`src/rtl/alu_issue_stage_if.sv`:
```
// Request/result bus for alu_issue_stage: an input valid/ready request
// channel and an output valid/ready result channel.
interface alu_issue_stage_if #(
    parameter int W = 4
);
    // request channel
    logic         in_valid;
    logic         in_ready;
    logic [2:0]   in_op;
    logic [W-1:0] in_a;
    logic [W-1:0] in_b;

    // result channel
    logic         out_valid;
    logic         out_ready;
    logic [2:0]   out_op;
    logic [W-1:0] out_res;
    logic         out_zero;
    logic         out_overflow;
    logic         out_carry;

    // producer of requests / consumer of results
    modport master (
        output in_valid, in_op, in_a, in_b, out_ready,
        input  in_ready, out_valid, out_op, out_res,
               out_zero, out_overflow, out_carry
    );

    // the issue stage itself
    modport slave (
        input  in_valid, in_op, in_a, in_b, out_ready,
        output in_ready, out_valid, out_op, out_res,
               out_zero, out_overflow, out_carry
    );
endinterface

```
`src/rtl/alu_issue_stage.sv`:
```
// Two-register issue stage around an external combinational 4-bit ALU.
// Stage 1 holds the accepted request and drives the ALU inputs; stage 2
// captures the ALU result/flags for a downstream valid/ready consumer.
// Also counts completed results and completed add/sub overflows.
module alu_issue_stage #(
    parameter int W    = 4,
    parameter int CNTW = 8
) (
    input  logic            clk,
    input  logic            rst,
    input  logic            flush,
    alu_issue_stage_if.slave bus,
    output logic [2:0]      alu_fnselec,
    output logic [W-1:0]    alu_a,
    output logic [W-1:0]    alu_b,
    input  logic [W-1:0]    alu_res,
    input  logic            alu_zero,
    input  logic            alu_overflow,
    input  logic            alu_carry,
    output logic [CNTW-1:0] op_count,
    output logic [CNTW-1:0] ovf_count
);
    // stage 1: accepted request
    logic            s1_valid_reg;
    logic [2:0]      s1_op_reg;
    logic [W-1:0]    s1_a_reg;
    logic [W-1:0]    s1_b_reg;

    // stage 2: ALU result and flags
    logic            s2_valid_reg;
    logic [2:0]      s2_op_reg;
    logic [W-1:0]    s2_res_reg;
    logic            s2_zero_reg;
    logic            s2_overflow_reg;
    logic            s2_carry_reg;

    // statistics
    logic [CNTW-1:0] op_count_reg;
    logic [CNTW-1:0] op_count_next;
    logic [CNTW-1:0] ovf_count_reg;
    logic [CNTW-1:0] ovf_count_next;

    logic out_fire;
    logic s2_adv;
    logic in_ready;
    logic in_fire;
    logic ovf_hit;

    // handshake terms; in_ready looks through to out_ready so a full pipe
    // can still accept while it drains
    assign out_fire = s2_valid_reg && bus.out_ready;
    assign s2_adv   = s1_valid_reg && (!s2_valid_reg || bus.out_ready);
    assign in_ready = !flush && (!s1_valid_reg || s2_adv);
    assign in_fire  = bus.in_valid && in_ready;

    // only add/sub overflows are counted, and the counter sticks at all-ones
    assign ovf_hit = out_fire && s2_overflow_reg && (s2_op_reg[2:1] == 2'b00)
                     && (ovf_count_reg != {CNTW{1'b1}});

    // stage 1 register: load on accept, release on advance or flush
    always_ff @(posedge clk or posedge rst) begin
        if (rst) begin
            s1_valid_reg <= 1'b0;
            s1_op_reg    <= '0;
            s1_a_reg     <= '0;
            s1_b_reg     <= '0;
        end else if (in_fire) begin
            s1_valid_reg <= 1'b1;
            s1_op_reg    <= bus.in_op;
            s1_a_reg     <= bus.in_a;
            s1_b_reg     <= bus.in_b;
        end else if (flush || s2_adv) begin
            s1_valid_reg <= 1'b0;
        end
    end

    // stage 2 register: capture ALU output on advance, release on consume
    always_ff @(posedge clk or posedge rst) begin
        if (rst) begin
            s2_valid_reg    <= 1'b0;
            s2_op_reg       <= '0;
            s2_res_reg      <= '0;
            s2_zero_reg     <= 1'b0;
            s2_overflow_reg <= 1'b0;
            s2_carry_reg    <= 1'b0;
        end else if (flush) begin
            s2_valid_reg <= 1'b0;
        end else if (s2_adv) begin
            s2_valid_reg    <= 1'b1;
            s2_op_reg       <= s1_op_reg;
            s2_res_reg      <= alu_res;
            s2_zero_reg     <= alu_zero;
            s2_overflow_reg <= alu_overflow;
            s2_carry_reg    <= alu_carry;
        end else if (out_fire) begin
            s2_valid_reg <= 1'b0;
        end
    end

    // next counter values: op_count wraps, ovf_count saturates via ovf_hit
    always_comb begin
        op_count_next  = op_count_reg;
        ovf_count_next = ovf_count_reg;
        if (out_fire) begin
            op_count_next = op_count_reg + CNTW'(1);
        end
        if (ovf_hit) begin
            ovf_count_next = ovf_count_reg + CNTW'(1);
        end
    end

    // counter registers; flush does not touch them
    always_ff @(posedge clk or posedge rst) begin
        if (rst) begin
            op_count_reg  <= '0;
            ovf_count_reg <= '0;
        end else begin
            op_count_reg  <= op_count_next;
            ovf_count_reg <= ovf_count_next;
        end
    end

    assign bus.in_ready     = in_ready;
    assign alu_fnselec      = s1_op_reg;
    assign alu_a            = s1_a_reg;
    assign alu_b            = s1_b_reg;
    assign bus.out_valid    = s2_valid_reg;
    assign bus.out_op       = s2_op_reg;
    assign bus.out_res      = s2_res_reg;
    assign bus.out_zero     = s2_zero_reg;
    assign bus.out_overflow = s2_overflow_reg;
    assign bus.out_carry    = s2_carry_reg;
    assign op_count         = op_count_reg;
    assign ovf_count        = ovf_count_reg;
endmodule

```
`src/flat_wrapper.sv`:
```
// flat-port wrapper written by rule: the top's interface ports become plain ports
module alu_issue_stage_flat 
#(
    parameter int W    = 4,
    parameter int CNTW = 8
)
  (clk, rst, flush, alu_fnselec, alu_a, alu_b, alu_res, alu_zero, alu_overflow, alu_carry, op_count, ovf_count, bus_in_valid, bus_in_op, bus_in_a, bus_in_b, bus_out_ready, bus_in_ready, bus_out_valid, bus_out_op, bus_out_res, bus_out_zero, bus_out_overflow, bus_out_carry);
  alu_issue_stage_if #(.W(W)) bus_i ();
  input  logic clk;
  input  logic rst;
  input  logic flush;
  output logic [2:0] alu_fnselec;
  output logic [W-1:0] alu_a;
  output logic [W-1:0] alu_b;
  input  logic [W-1:0] alu_res;
  input  logic alu_zero;
  input  logic alu_overflow;
  input  logic alu_carry;
  output logic [CNTW-1:0] op_count;
  output logic [CNTW-1:0] ovf_count;
  input wire logic [$bits(bus_i.in_valid)-1:0] bus_in_valid;
  input wire logic [$bits(bus_i.in_op)-1:0] bus_in_op;
  input wire logic [$bits(bus_i.in_a)-1:0] bus_in_a;
  input wire logic [$bits(bus_i.in_b)-1:0] bus_in_b;
  input wire logic [$bits(bus_i.out_ready)-1:0] bus_out_ready;
  output wire logic [$bits(bus_i.in_ready)-1:0] bus_in_ready;
  output wire logic [$bits(bus_i.out_valid)-1:0] bus_out_valid;
  output wire logic [$bits(bus_i.out_op)-1:0] bus_out_op;
  output wire logic [$bits(bus_i.out_res)-1:0] bus_out_res;
  output wire logic [$bits(bus_i.out_zero)-1:0] bus_out_zero;
  output wire logic [$bits(bus_i.out_overflow)-1:0] bus_out_overflow;
  output wire logic [$bits(bus_i.out_carry)-1:0] bus_out_carry;
  assign bus_i.in_valid = bus_in_valid;
  assign bus_i.in_op = bus_in_op;
  assign bus_i.in_a = bus_in_a;
  assign bus_i.in_b = bus_in_b;
  assign bus_i.out_ready = bus_out_ready;
  assign bus_in_ready = bus_i.in_ready;
  assign bus_out_valid = bus_i.out_valid;
  assign bus_out_op = bus_i.out_op;
  assign bus_out_res = bus_i.out_res;
  assign bus_out_zero = bus_i.out_zero;
  assign bus_out_overflow = bus_i.out_overflow;
  assign bus_out_carry = bus_i.out_carry;
  alu_issue_stage #(.W(W), .CNTW(CNTW)) u_core (.clk(clk), .rst(rst), .flush(flush), .bus(bus_i), .alu_fnselec(alu_fnselec), .alu_a(alu_a), .alu_b(alu_b), .alu_res(alu_res), .alu_zero(alu_zero), .alu_overflow(alu_overflow), .alu_carry(alu_carry), .op_count(op_count), .ovf_count(ovf_count));
endmodule
```
`config.mk`:
```
export PLATFORM = sky130hd
export DESIGN_NAME = alu_issue_stage_flat
export DESIGN_NICKNAME = d
export VERILOG_FILES = /design/src/rtl/alu_issue_stage_if.sv /design/src/rtl/alu_issue_stage.sv /design/src/flat_wrapper.sv
export SDC_FILE = /design/constraint.sdc
export NUM_CORES = 1
export LEC_CHECK = 0
export BUFFER_PORTS_ARGS = -buffer_cell sky130_fd_sc_hd__buf_2
export CAP_MARGIN = 20
export CORE_MARGIN = 5
export CORE_UTILIZATION = 35
export DETAILED_ROUTE_END_ITERATION = 10
export GPL_TIMING_DRIVEN = 1
export PLACE_DENSITY = 0.61
export REMOVE_ABC_BUFFERS = 1
export SYNTH_ARGS = -nofsm -noshare
export SYNTH_HDL_FRONTEND = slang
export SYNTH_SLANG_ARGS = --single-unit
```
`constraint.sdc`:
```
create_clock -name clk -period 2 [get_ports clk]
set_input_delay 0.3 -clock clk [delete_from_list [all_inputs] [get_ports clk]]
set_output_delay 0.3 -clock clk [all_outputs]
set_load 0.01 [all_outputs]
```
==> out/metrics.yaml, run 1 <==
outcome:
  status: "complete, no violations"
timing:
  fin_setup_tns_ns: 0
  clock_skew_ns: 0.00611
  final_hold_viol_count: 0
  hold_slack_ns: 0.0362
  max_slew_margin_pct: 69.0
  setup_ws_ns: 0.414
  max_slew.worst_pin.slew_ns: 0.463
  finalCritPeriodShare_pct: 79.3
  fin_crit_ns: 1.59
  rsz0062_at_grt: "no"
  finalSetupViolations: 0
  slew_viol_final: 0
  fmax_mhz: 630
finish:
  fillers: 460
  finalNonFillerCells: 245
  drive_above_1_share_pct: 53.9
  fin_nets: 215
  fin_area_mm2: 0.00211
  area_growth_pct: 28.0
  multi_input_area_um2: 638
  final_common_cell: "buf_2"
  final_cell_mix: "buf_2, dfrtp_1, mux2_2"
  antenna_cells: 0
  final_core_util_pct: 45.5
  layout.area.seq_um2: 976
setup_path:
  critPathCaptureType: "register"
  worst-r2r-cell-count: 5
  r2r_end: "u_core.ovf_count[6]"
  timing.rr.start: "u_core.ovf_count[0]"
  critical_path.startpoint: "u_core.ovf_count[0]"
  endpoint: "u_core.ovf_count[6]"
  crit_type: "reg -> reg"
  r2r_slack_ns: 0.41
  crit_required_ns: 2.18
  start_kind: "register"
  cp_data_arrival_time_ns: 1.76
  critPathMaxFanout: 4
die:
  fp.dieW_um: 78.6
  start_util_pct: 35.5
  design.core.area_mm2: 0.00463
  row_count: 25
  die_area_mm2: 0.00617
  io_pins: 62
  die_h_um: 78.6
cts:
  cts.clk_slew.worst_paths_ns: 0.07
  root_buffer: "clkbuf_8"
  htree_levels: 2
  clk_latency_ns: 0.29
  clockBufferDepth: 2
  cts_sinks: 39
  post-cts-setup-buffer-count: 0
  ctsResizeCount: 0
  cts_tree: "built"
  cts_hold_buffers: 0
  cts_buffers: 5
synthesis:
  synth-seq-cells: 39
  syn_avg_cell_area_um2: 13.6
  syn_inst: 121
  synth_cell_type_count: 28
  synth-seq-area-share_pct: 59.3
  syn_area_mm2: 0.00165
  ys_warn_count: 0
placed_design:
  dpl.hpwl_mm: 2.72
  gp_congestion: 0.748
  place_inst: 237
  numPortBuffers: 61
  place_area_mm2: 0.00202
  dp_slack_ns: 0.401
routing:
  drt_wl_total_mm: 3.46
  dr.pass1.iters: 4
  ant_nets: 0
  drc: 0
  num_vias: 1216
  drt_iter0_markers: 53
  wire_per_inst_um: 14.1
  routed_via_density: 4.96
power_and_ir_drop:
  powerDensity_mw_per_mm2: 963
  p_seq_share_pct: 52.5
  p_leak_nw: 1.06
  design_power_total_mw: 2.03
  power.internal_mw: 1.42
  pwr-share-comb_pct: 23.1
  switchingPower_mw: 0.612
  ir_worst_vdd_mv: 0.362
  power_frac_clock_pct: 24.5
  swShare_pct: 30.2
grt:
  use_met2_pct: 20.2
  grt_overflow: 0
  antenna_found_initial: 0
  grt_max_degree: 23
  met1_usage_pct: 13.4
  grt_pass1_wl_mm: 5.83
  grt_use_total_pct: 12.1
  grt_pass1_vias: 1292
  use_met3_pct: 4.24
  grt_busiest_layer: "met2"
worst_hold_path:
  hp-class: "in -> async"
job:
  maxCapViolCount: 0
-- Yosys cell counts, drive strengths merged --
library cell   n  area (µm²)
nor2b          1        13.8
buf            3        23.8
nor3b          1        7.51
nor2           6        22.5
inv            2        7.51
nand2b         1        6.26
mux2          26         297
and4           3        27.5
and2           1        7.51
and3           1        6.26
nor4           1        12.5
xnor2          4        35.0
a21oi          3        22.5
nor3           2        10.0
nand4          4        25.0
nand3          4        20.0
o21ai          2        10.0
a211oi         1        7.51
ha             2        25.0
xor2           5        43.8
dfrtp         39         976
a41oi          1        8.76
nand2          8        30.0
-- power by group through the flow --
stage / Sequential, mW / Combinational [mW] / Clock [mW]
final: 1.06 / 0.468 / 0.496
after global routing: 1.09 / 0.512 / 0.561
after CTS: 1.06 / 0.480 / 0.524
after detailed placement: 1.08 / 0.478 / 0
after global placement: 1.06 / 0.462 / 0
after floorplan: 1.13 / 0.181 / 0
-- cells by family (layout without fill, tap and decap cells) --
group	after synthesis	count (layout)	share of synthesized area, %
XOR/XNOR	9	9	4.79
flip-flops	39	39	59.3
adder cells (fa/ha/maj)	2	2	1.52
multiplexers	26	26	18.0
AND/OR/NAND/NOR	33	33	11.5
AO/OA/AOI/OAI	7	7	2.97
buffers and inverters	5	75	1.90
-- cell type report --
class	instances	share of cell area (%)
clock inverter	1	0.238
sequential	39	46.3
timing repair buffer	65	15.9
tap	54	3.21
clock buffer	7	3.62
inverter	2	0.357
multi-input combinational	77	30.3
-- worst max-delay path, cell delays in order, from the launching register on --
cell	delay [ns]
dfrtp_1	0.41
ha_1	0.22
nand4_1	0.13
nor4_2	0.29
nand3_1	0.14
mux2_4	0.30
-- layer usage --
metal	wire, µm	up-vias
met1	1400	598
met3	314	7
met2	1680	44
li1	-	567
met5	0	-
met4	72	0
-- worst min-delay path by stage --
stage	to	cells after the start	from
floorplan	u_core.bus.out_valid	1	flush
detailed placement	u_core.bus.out_res[1]	3	rst
CTS	u_core.bus.out_res[1]	3	rst
global placement	u_core.bus.out_res[1]	3	rst
global route	u_core.bus.out_res[1]	3	rst
finish	u_core.bus.out_res[1]	3	rst
No activity file was read; power rests on OpenSTA's default activity.
==> run 2: changes to the inputs <==
--- a/config.mk
+++ b/config.mk
@@ -11,7 +11,7 @@
 export CORE_UTILIZATION = 35
 export DETAILED_ROUTE_END_ITERATION = 10
 export GPL_TIMING_DRIVEN = 1
-export PLACE_DENSITY = 0.61
+export PLACE_DENSITY = 0.64
 export REMOVE_ABC_BUFFERS = 1
 export SYNTH_ARGS = -nofsm -noshare
 export SYNTH_HDL_FRONTEND = slang
==> constraint.sdc (replaced) <==
create_clock -name clk -period 1.3 [get_ports clk]
set_input_delay 0.195 -clock clk [delete_from_list [all_inputs] [get_ports clk]]
set_output_delay 0.195 -clock clk [all_outputs]
set_load 0.01 [all_outputs]
==> out/metrics.yaml, run 2 (same netlist as run 1, synthesis figures left out) <==
timing:
  max_slew_margin_pct: 80.6
  setup_ws_ns: -0.244
  rsz0062_at_grt: "yes"
  fmax_mhz: 648
  fin_crit_ns: 1.54
  finalCritPeriodShare_pct: 119
  final_hold_viol_count: 0
  hold_slack_ns: 0.138
  clock_skew_ns: 0.00521
  slew_viol_final: 0
  finalSetupViolations: 36
  max_slew.worst_pin.slew_ns: 0.288
grt:
  grt_use_total_pct: 13.8
  grt_max_degree: 40
  antenna_found_initial: 0
  grt_overflow: 0
  grt_pass1_wl_mm: 6.58
  grt_pass1_vias: 1377
routing:
  wire_per_inst_um: 14.6
  dr.pass1.iters: 4
  num_vias: 1325
  drt_wl_total_mm: 4.03
  ant_nets: 0
  routed_via_density: 4.80
  drc: 0
  drt_iter0_markers: 48
setup_path:
  crit_family: "simple AND/OR/NAND/NOR gates"
  critPathCaptureType: "register"
  crit_path_max_incr_delay_ns: 0.39
  cp_cell_sequence: "buf_6 > and4_4 > nand4_1 > nor3_2 > mux2_4"
  slowest_stage: "dfrtp_1"
  start_kind: "register"
  cp_data_arrival_time_ns: 1.72
  cp_num_buf_inv: 1
  crit_required_ns: 1.47
  crit_type: "reg -> reg"
  critPathMaxFanout: 4
finish:
  antenna_cells: 0
  fin_area_mm2: 0.00264
  fillers: 402
  final_common_cell: "buf_2"
  final_core_util_pct: 57.0
  final_cell_mix: "buf_2, dfrtp_1, buf_4"
  area_growth_pct: 60.5
  drive_above_1_share_pct: 65.3
  fin_nets: 248
cts:
  cts_sinks: 39
  clk_latency_ns: 0.28
  cts_tree: "built"
  cts_buffers: 5
  root_buffer: "clkbuf_8"
  cts.clk_slew.worst_paths_ns: 0.07
  htree_levels: 2
  clockBufferDepth: 2
die:
  start_util_pct: 35.5
  die_area_mm2: 0.00617
  design.core.area_mm2: 0.00463
  die_h_um: 78.6
  row_count: 25
  io_pins: 62
  fp.dieW_um: 78.6
power_and_ir_drop:
  design_power_total_mw: 3.56
  ir_worst_vdd_mv: 0.819
  powerDensity_mw_per_mm2: 1350
  p_leak_nw: 1.38
outcome:
  violations: "negative setup slack"
  status: "finished with violations"
placed_design:
  dpl.hpwl_mm: 2.68
  dp_slack_ns: -0.256
  gp_congestion: 0.726
  numPortBuffers: 61
  place_area_mm2: 0.00221
job:
  maxCapViolCount: 0
worst_hold_path:
  hp-class: "in -> reg"
run 2: changes by cell type in the layout (fill, tap and decap cells not counted), moves of 3 or more:
cell / delta
mux2_4: +22
mux2_2: -22
buf_6: +12
buf_2: -4
buf_4: +20
buf_12: +3
run 2: worst paths after layout:
check	end	start	slack (ns)	cells past startpoint
min	u_core.bus.out_carry	alu_carry	0.14	2
max reg2reg	u_core.ovf_count[7]	u_core.bus.out_valid	-0.24	5
min reg2reg	u_core.op_count[7]	u_core.op_count[7]	0.49	1
min in group asynchronous	u_core.op_count[3]	rst	0.51	4
max in group asynchronous	u_core.s1_valid_reg	rst	0.60	4
max	u_core.ovf_count[7]	u_core.bus.out_valid	-0.24	5
run 2: layer usage:
| metal | global-route usage, % | up-vias | share of wire [%] |
|---|---|---|---|
| li1 | - | 631 | - |
| met1 | 16.1 | 644 | 41 |
| met2 | 22.4 | 45 | 48 |
| met3 | 5.96 | 5 | 9.2 |
| met4 | 4.72 | 0 | 1.2 |
| met5 | 0 | - | 0 |
run 2: per-stage QoR:
stage	TNS, ns	std cells
6_report	-3.69	276
3_5_place_dp	-3.07	257
3_3_place_gp	-2.45	257
2_1_floorplan	-8.57	118
4_1_cts	-2.56	273
5_1_grt	-5.66	276
run 2: cell type report:
| cell class | count | area [µm²] | area share [%] |
|---|---|---|---|
| clock buffer | 6 | 72.6 | 2.75 |
| inverter | 2 | 7.51 | 0.284 |
| multi-input combinational | 77 | 818 | 31.0 |
| sequential | 39 | 976 | 37.0 |
| tap | 54 | 67.6 | 2.56 |
| timing repair buffer | 98 | 698 | 26.4 |
run 2: what timing repair did:
| action | 4_1_cts | 5_1_grt |
|---|---|---|
| cloned | 2 | 0 |
| gates resized for setup | 29 | 30 |
| setup buffers | 7 | 4 |
| hold buffers | 1 | 0 |
| endpoints found under the setup margin | 29 | 36 |
| pin swaps | 10 | 8 |
| endpoints found under the hold margin | 39 | 0 |
run 2: power breakdown:
| group | switching (mW) | internal (mW) | total, mW |
|---|---|---|---|
| Sequential | 0.179 | 1.44 | 1.61 |
| Clock | 0.386 | 0.358 | 0.744 |
| Combinational | 0.478 | 0.723 | 1.20 |
